File: config.mk
export PLATFORM = sky130hd
export DESIGN_NAME = clock_set_controller
export DESIGN_NICKNAME = d
export VERILOG_FILES = /design/src/rtl/clock_set_pkg.sv /design/src/rtl/wrap_counter_field.sv /design/src/rtl/clock_set_controller.sv
export SDC_FILE = /design/constraint.sdc
export NUM_CORES = 1
export LEC_CHECK = 0
export BUFFER_PORTS_ARGS = -buffer_cell sky130_fd_sc_hd__buf_2
export CAP_MARGIN = 20
export CORE_ASPECT_RATIO = 0.8
export CORE_MARGIN = 2
export CORE_UTILIZATION = 45
export CTS_CLUSTER_DIAMETER = 50
export CTS_CLUSTER_SIZE = 24
export DETAILED_ROUTE_END_ITERATION = 10
export GPL_TIMING_DRIVEN = 0
export PLACE_DENSITY_LB_ADDON = 0.2
export SLEW_MARGIN = 5
export SYNTH_ARGS = -nofsm -noshare
export SYNTH_HDL_FRONTEND = slang
export SYNTH_SLANG_ARGS = --single-unit
File: constraint.sdc
create_clock -name clk -period 4.7 [get_ports clk]
set_input_delay 0.47 -clock clk [delete_from_list [all_inputs] [get_ports clk]]
set_output_delay 0.47 -clock clk [all_outputs]
set_load 0.02 [all_outputs]
File: src/rtl/clock_set_pkg.sv
// +--------------------------------------------------------------------+
// | clock_set_pkg: shared state encoding, write addresses and blink      |
// | masks for the clock time-setting sequencer.                          |
// | Revision: 1.0                                                       |
// +--------------------------------------------------------------------+
`default_nettype none

package clock_set_pkg;

    localparam logic [2:0] IDLE     = 3'd0;
    localparam logic [2:0] EDIT_HR  = 3'd1;
    localparam logic [2:0] EDIT_MIN = 3'd2;
    localparam logic [2:0] WR_HR    = 3'd3;
    localparam logic [2:0] WR_MIN   = 3'd4;

    localparam logic WADDR_HOUR = 1'b0;
    localparam logic WADDR_MIN  = 1'b1;

    localparam logic [3:0] BLINK_NONE = 4'b0000;
    localparam logic [3:0] BLINK_HOUR = 4'b1100;
    localparam logic [3:0] BLINK_MIN  = 4'b0011;

endpackage

`default_nettype wire

File: src/rtl/wrap_counter_field.sv
// +--------------------------------------------------------------------+
// | wrap_counter_field: 8-bit editable field with load and wrapping      |
// | increment (decrement when CLOCK_SET_DEC_EN is defined).              |
// | Revision: 1.0                                                       |
// +--------------------------------------------------------------------+
`default_nettype none

module wrap_counter_field #(
    parameter int unsigned MAX = 59
) (
    input  logic       clk,
    input  logic       reset,
    input  logic       load,
    input  logic [7:0] load_val,
    input  logic       inc,
`ifdef CLOCK_SET_DEC_EN
    input  logic       dec,
`endif
    output logic [7:0] value
);

    localparam logic [7:0] C_MAX = 8'(MAX);

    logic [7:0] r_value;
    logic       w_do_inc;
    logic       w_do_dec;

`ifdef CLOCK_SET_DEC_EN
    // Opposing requests cancel out.
    assign w_do_inc = inc & ~dec;
    assign w_do_dec = dec & ~inc;
`else
    assign w_do_inc = inc;
    assign w_do_dec = 1'b0;
`endif

    // Out-of-range loaded values wrap on the next increment.
    always_ff @(posedge clk) begin
        if (!reset) begin
            r_value <= 8'd0;
        end else if (load) begin
            r_value <= load_val;
        end else if (w_do_inc) begin
            r_value <= (r_value >= C_MAX) ? 8'd0 : r_value + 8'd1;
        end else if (w_do_dec) begin
            r_value <= (r_value == 8'd0) ? C_MAX : r_value - 8'd1;
        end
    end

    assign value = r_value;

endmodule

`default_nettype wire

File: src/rtl/clock_set_controller.sv
// +--------------------------------------------------------------------+
// | clock_set_controller: edits shadow hour/minute from button pulses   |
// | and commits them as a two-beat write. Option: CLOCK_SET_DEC_EN.     |
// | Revision: 1.0                                                       |
// +--------------------------------------------------------------------+
`default_nettype none

module clock_set_controller
    import clock_set_pkg::*;
#(
    parameter int unsigned HOUR_MAX      = 23,
    parameter int unsigned MIN_MAX       = 59,
    parameter int unsigned TIMEOUT_TICKS = 10
) (
    input  logic       clk,
    input  logic       reset,
    input  logic       tick,
    input  logic       btn_set,
    input  logic       btn_inc,
`ifdef CLOCK_SET_DEC_EN
    input  logic       btn_dec,
`endif
    input  logic [7:0] cur_hour,
    input  logic [7:0] cur_min,
    output logic       wen,
    output logic       waddr,
    output logic [7:0] wdata,
    output logic       editing,
    output logic [7:0] disp_hour,
    output logic [7:0] disp_min,
    output logic [3:0] blink_mask
);

    localparam logic [7:0] C_TIMEOUT = 8'(TIMEOUT_TICKS);

    logic [2:0] r_state, w_state_nxt;
    logic [7:0] r_timeout, w_timeout_nxt;
    logic       r_phase, w_phase_nxt;
    logic       r_wen, r_waddr, r_editing;
    logic [7:0] r_wdata;
    logic [3:0] r_blink;
    logic [7:0] w_shadow_hour, w_shadow_min;
    logic       w_in_edit, w_load, w_btn_any, w_inc_ok, w_dec_ok, w_edit_change;

`ifdef CLOCK_SET_DEC_EN
    assign w_btn_any = btn_set | btn_inc | btn_dec;
    assign w_dec_ok  = btn_dec & ~btn_set;
`else
    assign w_btn_any = btn_set | btn_inc;
    assign w_dec_ok  = 1'b0;
`endif

    assign w_in_edit     = (r_state == EDIT_HR) || (r_state == EDIT_MIN);
    assign w_load        = (r_state == IDLE) && btn_set;
    assign w_inc_ok      = btn_inc & ~btn_set;
    assign w_edit_change = w_in_edit & (w_inc_ok | w_dec_ok);

    wrap_counter_field #(.MAX(HOUR_MAX)) u_hour (
        .clk      (clk),
        .reset    (reset),
        .load     (w_load),
        .load_val (cur_hour),
        .inc      ((r_state == EDIT_HR) && w_inc_ok),
`ifdef CLOCK_SET_DEC_EN
        .dec      ((r_state == EDIT_HR) && w_dec_ok),
`endif
        .value    (w_shadow_hour)
    );

    wrap_counter_field #(.MAX(MIN_MAX)) u_min (
        .clk      (clk),
        .reset    (reset),
        .load     (w_load),
        .load_val (cur_min),
        .inc      ((r_state == EDIT_MIN) && w_inc_ok),
`ifdef CLOCK_SET_DEC_EN
        .dec      ((r_state == EDIT_MIN) && w_dec_ok),
`endif
        .value    (w_shadow_min)
    );

    always_comb begin
        w_state_nxt   = r_state;
        w_timeout_nxt = r_timeout;
        w_phase_nxt   = r_phase;
        case (r_state)
            IDLE: begin
                if (btn_set) begin
                    w_state_nxt   = EDIT_HR;
                    w_timeout_nxt = 8'd0;
                    w_phase_nxt   = 1'b1;
                end
            end
            EDIT_HR, EDIT_MIN: begin
                if (tick) begin
                    w_phase_nxt = ~r_phase;
                end
                if (w_edit_change) begin
                    w_phase_nxt = 1'b0;
                end
                // A button in the same cycle as the terminal tick cancels the abort.
                if (w_btn_any) begin
                    w_timeout_nxt = 8'd0;
                end else if (tick) begin
                    if (r_timeout + 8'd1 == C_TIMEOUT) begin
                        w_state_nxt   = IDLE;
                        w_timeout_nxt = 8'd0;
                    end else begin
                        w_timeout_nxt = r_timeout + 8'd1;
                    end
                end
                if (btn_set) begin
                    w_state_nxt = (r_state == EDIT_HR) ? EDIT_MIN : WR_HR;
                end
            end
            WR_HR:   w_state_nxt = WR_MIN;
            WR_MIN:  w_state_nxt = IDLE;
            default: w_state_nxt = IDLE;
        endcase
    end

    // Outputs are registered from the current state, so each lags state entry by a cycle.
    always_ff @(posedge clk) begin
        if (!reset) begin
            r_state   <= IDLE;
            r_timeout <= 8'd0;
            r_phase   <= 1'b0;
            r_wen     <= 1'b0;
            r_waddr   <= WADDR_HOUR;
            r_wdata   <= 8'd0;
            r_editing <= 1'b0;
            r_blink   <= BLINK_NONE;
        end else begin
            r_state   <= w_state_nxt;
            r_timeout <= w_timeout_nxt;
            r_phase   <= w_phase_nxt;
            r_wen     <= (r_state == WR_HR) || (r_state == WR_MIN);
            r_waddr   <= (r_state == WR_MIN) ? WADDR_MIN : WADDR_HOUR;
            r_wdata   <= (r_state == WR_HR)  ? w_shadow_hour :
                         (r_state == WR_MIN) ? w_shadow_min  : 8'd0;
            r_editing <= (r_state != IDLE);
            r_blink   <= ((r_state == EDIT_HR)  && r_phase) ? BLINK_HOUR :
                         ((r_state == EDIT_MIN) && r_phase) ? BLINK_MIN  : BLINK_NONE;
        end
    end

    assign wen        = r_wen;
    assign waddr      = r_waddr;
    assign wdata      = r_wdata;
    assign editing    = r_editing;
    assign blink_mask = r_blink;
    assign disp_hour  = r_editing ? w_shadow_hour : cur_hour;
    assign disp_min   = r_editing ? w_shadow_min  : cur_min;

endmodule

`default_nettype wire

==> results of run 1 <==
## worst max-delay path by stage
stage,startpoint,end,slack [ns],cells after the start
CTS,editing$_SDFF_PN0_,disp_hour[4],2.16,4
detailed placement,editing$_SDFF_PN0_,disp_hour[4],2.50,4
global route,editing$_SDFF_PN0_,disp_hour[4],2.03,4
global placement,editing$_SDFF_PN0_,disp_hour[4],2.49,4
floorplan,editing$_SDFF_PN0_,disp_hour[4],2.74,3
finish,editing$_SDFF_PN0_,disp_hour[4],2.19,4
## state kept, by name, indices dropped and copies added, names as in the netlist
name          flops
u_hour.value      8
editing           1
r_timeout         8
wen               1
wdata             8
r_phase           1
u_min.value       8
waddr             1
blink_mask        2
r_state           3
## power breakdown
group	switching [mW]	total [mW]	internal, mW
sequential	0.0189	0.381	0.362
combinational	0.0884	0.154	0.0652
clock	0.130	0.289	0.159
## through the flow
step	worst slack, ns	hold WS, ns	std cells	instance area (sq um)
floorplan	2.74	0.453	243	2150
global placement	2.49	0.472	354	2480
detailed placement	2.50	0.475	354	2480
CTS	2.16	0.416	362	2600
global route	2.03	0.433	362	2600
finish	2.19	0.427	362	2600
## cells in the mapped netlist (5+ instances only)
| cell type | count |
|---|---|
| a22oi_1 | 8 |
| a22o_1 | 7 |
| nor2_1 | 25 |
| nand2_1 | 13 |
| inv_1 | 6 |
| o211ai_1 | 5 |
| a21oi_1 | 17 |
| mux2_2 | 16 |
| dfxtp_1 | 41 |
| o21ai_0 | 10 |
| nand3_1 | 9 |
| clkbuf_1 | 7 |
## logic make-up (layout without fill, tap and decap cells)
family,count (synthesis),after routing,share of synthesized area
buffers and inverters,21,80,0.0546
AND/OR/NAND/NOR,92,92,0.235
adder cells (fa/ha/maj),4,4,0.0233
AO/OA/AOI/OAI,67,67,0.213
XOR/XNOR,1,1,0.00407
multiplexers,17,17,0.0884
flip-flops,41,41,0.381
## worst max-delay path, cell delays in order, from the launching register on
cell      delay, ns
dfxtp_1        0.33
clkbuf_1       0.34
buf_1          0.50
mux2_2         0.41
buf_2          0.16
## layout make-up
type,instances,area share
multi-input cells,181,0.467
flip-flops and latches,41,0.316
repair buffers,51,0.0983
plain buffers,14,0.0352
well taps,60,0.0289
clock buffers,5,0.0265
clock inverters,3,0.0178
inverters,7,0.0101
## routing by layer
layer | GRT usage | vias to the layer above | wire (um)
met5 | 0 | - | 0
met4 | 0.0636 | 0 | 55
met3 | 0.0410 | 5 | 263
met2 | 0.305 | 58 | 2240
met1 | 0.334 | 980 | 2780
li1 | - | 1021 | -
==> results by group, run 1 <==
Floorplan
  • Die width: 81.3 um
  • Die area: 5360 sq um
  • Row cnt: 22
  • Die height: 65.9 um
  • Initial core utilization: 0.468
  • I/O pin cnt: 52
  • Core Footprint: 4600 sq um

Synth
  • Synthesized net count: 268
  • Seq/Total Area, Yosys: 0.381
  • Synth Warn #: 0
  • Syn Std Cell Area: 2150 sq um
  • Ys flop type: dfxtp_1
  • FF+latch count, synth: 41
  • Async set-reset flop share out of synthesis: 0
  • Syn_area_per_cell: 8.86 sq um
  • Post-Synthesis Cells: 243
  • EDFF count, synth: 0
  • Main area contributors after synthesis: dfxtp_1 (38%), mux2_2 (8.4%), nor2_1 (4.4%)
  • Largest area contributor in the netlist: dfxtp_1
  • Synth top area share: 0.381
  • Yosys cell types: 55

GRT
  • Vias in the first global route: 1800
  • Initial antenna violation count: 0
  • First-pass GRT wire length: 8940 um
  • Gr ovfl total: 0
  • Pin count of the biggest net entering global routing: 15
  • GRT Util Overall: 0.218

Setup path
  • Req. time, crit path: 4.23 ns
  • R2r worst-path depth: 7
  • CP Launch Type: flip-flop
  • CP Class: reg -> out
  • Worst R2R Setup Slack: 2.66 ns
  • CP max FO: 10
  • Capturing point of the worst reg2reg path: u_min.value[4]$_SDFFE_PN0P_
  • RR Startpoint: u_min.value[0]$_SDFFE_PN0P_
  • Crit path DAT: 2.04 ns
  • CP endpoint kind: output port

Status
  • Status: finished clean

Clock network
  • Clock transition at path regs: 0.09 ns
  • Clk Latency, worst-skew pair: 0.30 ns
  • H-tree depth: 2
  • CTS sink cnt: 41
  • TritonCTS Buffers: 5
  • Clk root buf: clkbuf_8
  • Max clock buf depth: 2
  • CTS tree: built
  • Hold buffer count at CTS: 0
  • Post-CTS Resized: 0
  • Post-CTS Setup Repair Bufs: 0

Flow run
  • Max-Cap Viols: 0

Worst hold path
  • Hold Path Origin: cur_hour[6]
  • Min-Delay Endpoint: u_hour.value[6]$_SDFFE_PN0P_
  • Worst min path class: in -> reg
  • WHS Path Cells: 3

Timing
  • Fmax achieved: 398 MHz
  • Crit path time final: 2.51 ns
  • Clock Skew: 0.00968 ns
  • Worst-Margin Slew: 0.984 ns
  • Final Max Slew Viols: 0
  • Setup TNS: 0 ns
  • Hold Violations, Final: 0
  • # setup viols final: 0
  • Slew margin rel.: 0.338
  • RSZ-0062 raised after global routing: no
  • Period utilization: 0.534

Routing
  • Drt total wl: 5330 um
  • DRT Pass-1 Iters: 4
  • Via-per-instance ratio: 5.70
  • Post-route ant nets: 0
  • DRC: 0
  • Via count: 2064
  • Drt wl/cell: 14.7 um
  • Drt initial violations: 190

Place
  • DP HPWL: 3860 um
  • IO buf count: 51
  • RePlAce Congestion: 0.882

Power
  • Peak supply drop: 0.158 mV
  • Leak pwr: 1.12 nW
  • Pwr Total: 824 uW
  • PwrDens: 317 nW/um^2

Cells and area
  • Util after Layout: 0.565
  • Antenna cells: 0
  • Area Overhead vs Synth: 20.7%
  • Nets: 326
  • Most frequent cells in the layout: buf_2 (51), dfxtp_1 (41), nor2_1 (25)
  • Fillers: 439
  • Area of the multi-input gates: 1210 sq um
  • Sequential cell area: 821 sq um
  • Layout cells sized above 1: 0.305
  • Commonest non-fill, non-tap cell in the layout: buf_2
Power figures use the tool's default switching activity.
==> run 2, diff against run 1 <==
clock period = 2.29 ns   (was 4.7 ns; I/O delays follow)
==> run 2 against run 1 <==
Critical path depth did not move. Flip-flop and latch count did not move. Clock power rose by 110%. Power rose by 100%.
==> results by group, run 2 (synthesis gave the netlist of run 1 again) <==
Setup path
  • CP endpoint kind: output port
  • Crit path DAT: 1.84 ns
  • CP Class: reg -> out
  • RR Startpoint: u_min.value[0]$_SDFFE_PN0P_
  • Capturing point of the worst reg2reg path: u_min.value[4]$_SDFFE_PN0P_
  • CP max FO: 10
  • Worst R2R Setup Slack: 0.23 ns
  • CP Launch Type: flip-flop
  • R2r worst-path depth: 7
  • Req. time, crit path: 2.06 ns

Timing
  • Hold Violations, Final: 0
  • Crit path time final: 2.07 ns
  • RSZ-0062 raised after global routing: no
  • # setup viols final: 0
  • Clock Skew: 0.00948 ns
  • Period utilization: 0.902
  • Slew margin rel.: 0.382
  • Final Max Slew Viols: 0
  • Setup TNS: 0 ns
  • Fmax achieved: 484 MHz
  • Worst-Margin Slew: 0.919 ns
  • Worst Hold Margin: 0.184 ns

Clock network
  • CTS tree: built
  • Hold buffer count at CTS: 0
  • Clock transition at path regs: 0.08 ns
  • TritonCTS Buffers: 5
  • Clk Latency, worst-skew pair: 0.30 ns
  • Max clock buf depth: 2
  • CTS sink cnt: 41
  • Clk root buf: clkbuf_8
  • H-tree depth: 2

Power
  • Clock network fraction of total power: 0.351
  • Leak pwr: 1.12 nW
  • PwrDens: 650 nW/um^2
  • Peak supply drop: 0.324 mV
  • Pwr Total: 1.69 mW
  • Logic gate share of total power: 0.186
  • Sequential fraction of design power: 0.463
  • Sw power: 485 uW
  • Switching portion of total power: 0.287
  • Internal: 1.20 mW

Worst hold path
  • Hold Path Origin: cur_min[5]
  • Worst min path class: in -> reg
  • Min-Delay Endpoint: u_min.value[5]$_SDFFE_PN0P_
  • WHS Path Cells: 3

Place
  • IO buf count: 51
  • RePlAce Congestion: 0.882
  • DP HPWL: 3860 um

GRT
  • First-pass GRT wire length: 8940 um
  • Pin count of the biggest net entering global routing: 15
  • Vias in the first global route: 1797
  • Initial antenna violation count: 0
  • GRT Util Overall: 0.218
  • Gr ovfl total: 0

Routing
  • Post-route ant nets: 0
  • DRT Pass-1 Iters: 4
  • Drt total wl: 5260 um
  • Drt initial violations: 218
  • Via-per-instance ratio: 5.64
  • Via count: 2040
  • DRC: 0
  • Drt wl/cell: 14.5 um

Floorplan
  • Core Footprint: 4600 sq um
  • Die width: 81.3 um
  • Initial core utilization: 0.468
  • I/O pin cnt: 52
  • Row cnt: 22
  • Die area: 5360 sq um
  • Die height: 65.9 um

Cells and area
  • Most frequent cells in the layout: buf_2 (52), dfxtp_1 (41), nor2_1 (25)
  • Area Overhead vs Synth: 20.8%
  • Commonest non-fill, non-tap cell in the layout: buf_2
  • Layout cells sized above 1: 0.308
  • Antenna cells: 0
  • Nets: 326

Status
  • Status: finished clean

Flow run
  • Max-Cap Viols: 0
run 2: power by group through the flow:
stage,Clock [mW],Sequential (mW),Combinational (mW)
3_5_place_dp,0,0.798,0.312
2_1_floorplan,0,0.788,0.220
4_1_cts,0.611,0.781,0.314
3_3_place_gp,0,0.798,0.311
6_report,0.593,0.782,0.314
5_1_grt,0.639,0.788,0.348
run 2: final cells by class:
| type | instances | area (sq um) |
|---|---|---|
| timing repair buffer | 51 | 255 |
| inverter | 7 | 26.3 |
| clock buffer | 5 | 68.8 |
| buffer | 14 | 92.6 |
| clock inverter | 3 | 46.3 |
| tap | 60 | 75.1 |
| fill | 441 | 2000 |
| multi-input combinational | 181 | 1210 |
| sequential | 41 | 821 |
run 2: worst max-delay path by stage:
| stage | cells past startpoint | startpoint | to |
|---|---|---|---|
| 2_1_floorplan | 7 | u_min.value[0]$_SDFFE_PN0P_ | u_min.value[4]$_SDFFE_PN0P_ |
| 3_3_place_gp | 7 | u_min.value[0]$_SDFFE_PN0P_ | u_min.value[4]$_SDFFE_PN0P_ |
| 4_1_cts | 4 | editing$_SDFF_PN0_ | disp_hour[4] |
| 5_1_grt | 4 | editing$_SDFF_PN0_ | disp_hour[4] |
| 6_report | 4 | editing$_SDFF_PN0_ | disp_hour[4] |
| 3_5_place_dp | 7 | u_min.value[0]$_SDFFE_PN0P_ | u_min.value[4]$_SDFFE_PN0P_ |
run 2: through the flow:
step	setup WS (ns)	cell area, sq um	cells	util
2_1_floorplan	0.501	2150	243	-
3_3_place_gp	0.322	2480	354	0.540
3_5_place_dp	0.316	2480	354	0.540
4_1_cts	0.190	2600	362	0.565
5_1_grt	0.0857	2600	362	0.565
6_report	0.223	2600	362	0.565
run 2: routing by layer:
layer  part of all wire  global-route usage  up-vias
li1                   -                   -     1025
met1               0.51               0.335      953
met2               0.42               0.303       57
met3              0.062              0.0437        5
met4              0.010              0.0636        0
met5                  0                   0        -
run 2: timing repair:
action,4_1_cts,5_1_grt
buffers inserted,0,0
gates resized for setup,1,0
endpoints found under the setup margin,2,0
endpoints found under the hold margin,0,0
run 2: critical path: stages, from the launching register on:
cell and delay, ns:
dfxtp_1 0.33, clkbuf_1 0.34, buf_2 0.34, mux2_2 0.37, buf_2 0.16
